<file path="src/rtl/five_operand_accumulator_pkg.sv">
// Shared constants and state type for the five-operand accumulator slice.
// Operand/sum widths are fixed by the 6-bit adder datapath; only the operand count varies.
package five_operand_accumulator_pkg;

  localparam int OPW                = 4;
  localparam int SUMW               = 7;
  localparam int N_OPERANDS_DEFAULT = 5;
  localparam int CNTW               = 3;

  typedef enum logic {
    ST_ACCUM = 1'b0,
    ST_DONE  = 1'b1
  } state_e;

endpackage

</file>
<file path="src/rtl/six_bit_adder.sv">
// Plain 6-bit ripple-carry adder shared by the accumulator datapath.
module six_bit_adder (
  input  logic [5:0] a,
  input  logic [5:0] b,
  input  logic       cin,
  output logic [5:0] sum,
  output logic       cout
);

  logic carry;

  always_comb begin
    carry = cin;
    sum   = '0;
    for (int i = 0; i < 6; i++) begin
      sum[i] = a[i] ^ b[i] ^ carry;
      carry  = (a[i] & b[i]) | (carry & (a[i] ^ b[i]));
    end
    cout = carry;
  end

endmodule

</file>
<file path="src/rtl/five_operand_accumulator.sv">
// Time-multiplexed N-operand accumulator: one operand per handshake through a single
// 6-bit adder, total presented on a valid/ready output with the carry folded into bit 6.
//
// state    | meaning
// ST_ACCUM | accepting operands, in_ready=1
// ST_DONE  | total held on out_sum, out_valid=1 until out_ready
module five_operand_accumulator
  import five_operand_accumulator_pkg::*;
#(
  parameter int N_OPERANDS = N_OPERANDS_DEFAULT
) (
  input  logic            clk,
  input  logic            reset,
  input  logic            in_valid,
  input  logic [OPW-1:0]  in_data,
  output logic            in_ready,
  output logic            out_valid,
  output logic [SUMW-1:0] out_sum,
  input  logic            out_ready
);

  state_e            state_q, state_d;
  logic [SUMW-1:0]   acc_q, acc_d;
  logic [CNTW-1:0]   count_q, count_d;

  logic [5:0]        add_sum;
  logic              add_cout;
  logic              accept;

  six_bit_adder u_adder (
    .a    (acc_q[5:0]),
    .b    ({2'b00, in_data}),
    .cin  (1'b0),
    .sum  (add_sum),
    .cout (add_cout)
  );

  always_ff @(posedge clk) begin
    if (reset) begin
      state_q <= ST_ACCUM;
      acc_q   <= '0;
      count_q <= '0;
    end else begin
      state_q <= state_d;
      acc_q   <= acc_d;
      count_q <= count_d;
    end
  end

  // Outputs decode from state only, so neither handshake input reaches an output combinationally.
  always_comb begin
    state_d   = state_q;
    acc_d     = acc_q;
    count_d   = count_q;
    in_ready  = 1'b0;
    out_valid = 1'b0;
    out_sum   = acc_q;
    accept    = 1'b0;

    case (state_q)
      ST_ACCUM: begin
        in_ready = 1'b1;
        accept   = in_valid;
        if (accept) begin
          acc_d = {acc_q[6] | add_cout, add_sum};
          if (count_q == CNTW'(N_OPERANDS - 1)) begin
            state_d = ST_DONE;
          end else begin
            count_d = count_q + 1'b1;
          end
        end
      end
      ST_DONE: begin
        out_valid = 1'b1;
        if (out_ready) begin
          state_d = ST_ACCUM;
          acc_d   = '0;
          count_d = '0;
        end
      end
      default: state_d = ST_ACCUM;
    endcase
  end

endmodule
</file>
<file path="config.mk">
export PLATFORM = sky130hd
export DESIGN_NAME = five_operand_accumulator
export DESIGN_NICKNAME = d
export VERILOG_FILES = /design/src/rtl/five_operand_accumulator_pkg.sv /design/src/rtl/six_bit_adder.sv /design/src/rtl/five_operand_accumulator.sv
export SDC_FILE = /design/constraint.sdc
export NUM_CORES = 1
export LEC_CHECK = 0
export CAP_MARGIN = 20
export CORE_MARGIN = 8
export CORE_UTILIZATION = 45
export DETAILED_ROUTE_END_ITERATION = 16
export PLACE_DENSITY = 0.75
export SYNTH_ARGS = -nofsm -noshare
export SYNTH_HDL_FRONTEND = slang
export SYNTH_HIERARCHICAL = 1
export SYNTH_SLANG_ARGS = --single-unit
</file>
<file path="constraint.sdc">
create_clock -name clk -period 3.95 [get_ports clk]
set_input_delay 1.185 -clock clk [delete_from_list [all_inputs] [get_ports clk]]
set_output_delay 1.185 -clock clk [all_outputs]
set_load 0.1 [all_outputs]
</file>
==> parameters.txt <==
Parameter                              Value

CTS
  Hold buffers post-CTS ... 0
  Cell at the root of the clock tree ... sky130_fd_sc_hd__clkbuf_4
  CTS tree ... built
  # clock sinks ... 11
  Number of H-tree levels ... 1
  Clock transition at the register clock pins on the worst setup and hold paths after CTS ... 0.08 ns
  Setup fix buffers added after clock tree synthesis ... 0
  Clock network latency to the later pin of the worst-skew pair ... 0.27 ns
  Maximum clock path buffer count ... 2
  CTS Buf Count ... 3

Cells and area
  Fraction of final layout cells sized beyond drive strength 1 ... 18.8%
  Finished Cell Area ... 831 um^2
  Diodes inserted ... 0
  Net total in the final layout ... 102
  Final Instance Count excl. Fillers ... 100
  Layout area overhead ... 30.2%

Placed design
  Standard cell area after detailed placement ... 797 um^2
  Placed wire-length estimate after detailed placement ... 970 um
  Port buffer count ... 16
  # placed instances ... 96
  Final RePlAce weighted congestion ... 0.746

Power and ir drop
  VDD IR-drop max ... 0.236 mV
  Static leakage ... 0.352 nW
  Internal power contribution ... 0.203 mW
  Switching Share ... 42.1%
  Pwr/cell area ... 423 nW/um^2
  Clock power frac ... 23.2%
  Portion of total power attributed to sequential cells ... 37.3%
  Switching power of the nets ... 0.148 mW
  Share of power burned in combinational logic ... 39.5%

Floorplan
  Number of core rows ... 13
  Top-level I/O count ... 17
  Total die area ... 2880 um^2
  Die width ... 53.7 um
  Placeable core region ... 1320 um^2
  Initial cell density of the core ... 48.4%
  Vertical die dimension ... 53.7 um

Timing
  Worst slew margin relative to its limit ... 35.1%
  Final number of setup-violating endpoints ... 0
  Highest attainable clock frequency ... 0.263 GHz
  Final hold violation count ... 0
  Crit path time final ... 3.80 ns
  Part of the cycle the worst path needs ... 96.1%
  Setup repair after global routing missed its margin ... no
  Worst hold slack across all endpoints ... 0.502 ns
  Transition at the pin with the smallest max-transition slack ... 0.971 ns
  Clock Skew ... 0.00155 ns
  Final max-slew violation count ... 0

Routing
  Drt first-iter violations ... 10
  Via Count ... 498
  Via-to-Cell Ratio ... 4.98
  Wirelength per Cell ... 12.6 um
  Count of antenna-violating nets left after detailed routing ... 0
  Number of search-and-repair iterations in the first detailed-routing pass ... 5
  Wire length reported by the detailed router ... 1260 um
  DRC ... 0

Synthesis
  Netlist area before placement ... 638 um^2
  Count of state elements after synthesis ... 11
  Number of warnings issued by yosys ... 6
  Portion of synthesized cell area occupied by the leading cell type ... 34.5%
  Largest area contributor in the netlist ... sky130_fd_sc_hd__dfxtp_1
  Mean post-synth cell area ... 9.82 um^2
  Post-synthesis cell type count ... 21
  Fraction of the yosys area taken by sequential cells ... 34.5%
  Syn Inst Count ... 65
  Largest cells by area after synthesis ... sky130_fd_sc_hd__dfxtp_1 (35%), sky130_fd_sc_hd__fa_1 (19%), sky130_fd_sc_hd__a22oi_1 (8.2%)

Global routing
  All-layer global routing usage ... 10.2%
  Number of antenna violations at the first check in global routing ... 0
  Via count of the first global-routing pass ... 519
  Pin count of the biggest net entering global routing ... 14
  Wire length of the first global-routing pass ... 2140 um
  GRT overflow ... 0

Setup path
  Maximum fanout count along the critical path ... 1
  Worst Path Arrival ... 4.00 ns
  Class of the most critical setup path ... input port to flip-flop
  Data required time of the worst path ... 4.16 ns
  Startpoint kind of the worst setup timing path ... input port
  CP endpoint kind ... flip-flop

Run
  Max-capacitance violation count ... 0

Hold path
  Worst hold-check path type ... flip-flop to flip-flop

Run status
  Outcome ... finished clean
[power groups by stage]
stage / Clock [mW] / Combinational [mW] / Sequential (mW)
floorplan: 0 / 0.0441 / 0.194
global placement: 0 / 0.135 / 0.133
detailed placement: 0 / 0.138 / 0.134
CTS: 0.0845 / 0.139 / 0.131
global route: 0.0900 / 0.150 / 0.133
finish: 0.0815 / 0.139 / 0.131
[through the flow]
step                total power [mW]  setup slack (ns)  setup TNS (ns)  utilization (%)
finish                         0.351             0.152               0             63.1
global route                   0.373            0.0120               0             63.1
CTS                            0.354            0.0276               0             62.5
detailed placement             0.271            -0.269          -0.380             60.5
global placement               0.268            -0.207          -0.278             60.5
floorplan                      0.238             0.293               0                -
[what timing repair did]
action,in CTS,in global routing
setup endpoints to repair,0,1
gates resized for setup,0,3
hold endpoints to repair,0,0
[synth_stat cells]
cell / number
sky130_fd_sc_hd__a21oi_1: 3
sky130_fd_sc_hd__ha_1: 2
sky130_fd_sc_hd__conb_1: 1
sky130_fd_sc_hd__buf_6: 1
sky130_fd_sc_hd__a22oi_1: 7
sky130_fd_sc_hd__and4b_1: 1
sky130_fd_sc_hd__mux2i_1: 1
sky130_fd_sc_hd__a21oi_2: 1
sky130_fd_sc_hd__a311oi_2: 1
sky130_fd_sc_hd__a221o_1: 1
sky130_fd_sc_hd__nand2_1: 2
sky130_fd_sc_hd__clkbuf_1: 1
sky130_fd_sc_hd__nor4b_2: 1
sky130_fd_sc_hd__inv_1: 13
sky130_fd_sc_hd__nor2b_2: 1
sky130_fd_sc_hd__dfxtp_1: 11
sky130_fd_sc_hd__or2b_1: 1
sky130_fd_sc_hd__nand3_1: 2
sky130_fd_sc_hd__fa_1: 6
sky130_fd_sc_hd__a21o_2: 1
sky130_fd_sc_hd__nor2_1: 7
[placed cells by master (no fill, tap or decap), drive strengths merged, types with 3 or more instances in the layout]
cell / n
a21oi: 4
a22oi: 7
buf: 5
clkbuf: 4
clkdlybuf4s50: 11
conb: 3
dfxtp: 11
fa: 6
inv: 13
nor2: 7
[critical path: stages]
cell and delay (ns):
sky130_fd_sc_hd__clkdlybuf4s50_1 0.43, sky130_fd_sc_hd__fa_2 0.35, sky130_fd_sc_hd__inv_1 0.07, sky130_fd_sc_hd__fa_1 0.15, sky130_fd_sc_hd__inv_1 0.05, sky130_fd_sc_hd__fa_2 0.33, sky130_fd_sc_hd__fa_2 0.35, sky130_fd_sc_hd__fa_1 0.36
sky130_fd_sc_hd__inv_1 0.08, sky130_fd_sc_hd__fa_1 0.40, sky130_fd_sc_hd__inv_1 0.07, sky130_fd_sc_hd__a22oi_1 0.06, sky130_fd_sc_hd__nor2_1 0.12
[final cells by class]
| class | instances | area (um^2) |
|---|---|---|
| Tap cell | 15 | 18.8 |
| Multi-Input combinational cell | 41 | 369 |
| Inverter | 13 | 48.8 |
| Clock buffer | 4 | 26.3 |
| Fill cell | 112 | 487 |
| Sequential cell | 11 | 220 |
| Timing Repair Buffer | 16 | 148 |
[flip-flops by register name, indices dropped and copies added (netlist names)]
| register | flops |
|---|---|
| state_q | 1 |
| out_sum | 7 |
| count_q | 3 |
[final timing paths]
| path | start | to | slack (ns) | cells past startpoint |
|---|---|---|---|---|
| setup / recovery | in_data[0] | out_sum[5] | 0.15 | 13 |
| hold / removal | out_sum[6] | out_sum[6] | 0.50 | 2 |
| setup reg to reg | out_sum[0] | out_sum[5] | 1.12 | 12 |
| hold reg to reg | out_sum[6] | out_sum[6] | 0.50 | 2 |
[layer usage]
layer | track usage [%] | up-vias | part of all wire [%]
li1 | - | 250 | -
met5 | 0 | - | 0
met2 | 17.0 | 5 | 52
met3 | 3.58 | 2 | 3.4
met4 | 7.56 | 0 | 0.95
met1 | 10.4 | 241 | 44
[kinds of logic after synthesis]
logic type	after synthesis	synth area share (%)
buf+inv	15	10.0
flops	11	34.5
compound gates	14	17.3
simple gates	15	13.3
other cells	1	0.588
fa+ha+maj	8	22.7
mux	1	1.57
Power figures use the tool's default switching activity.
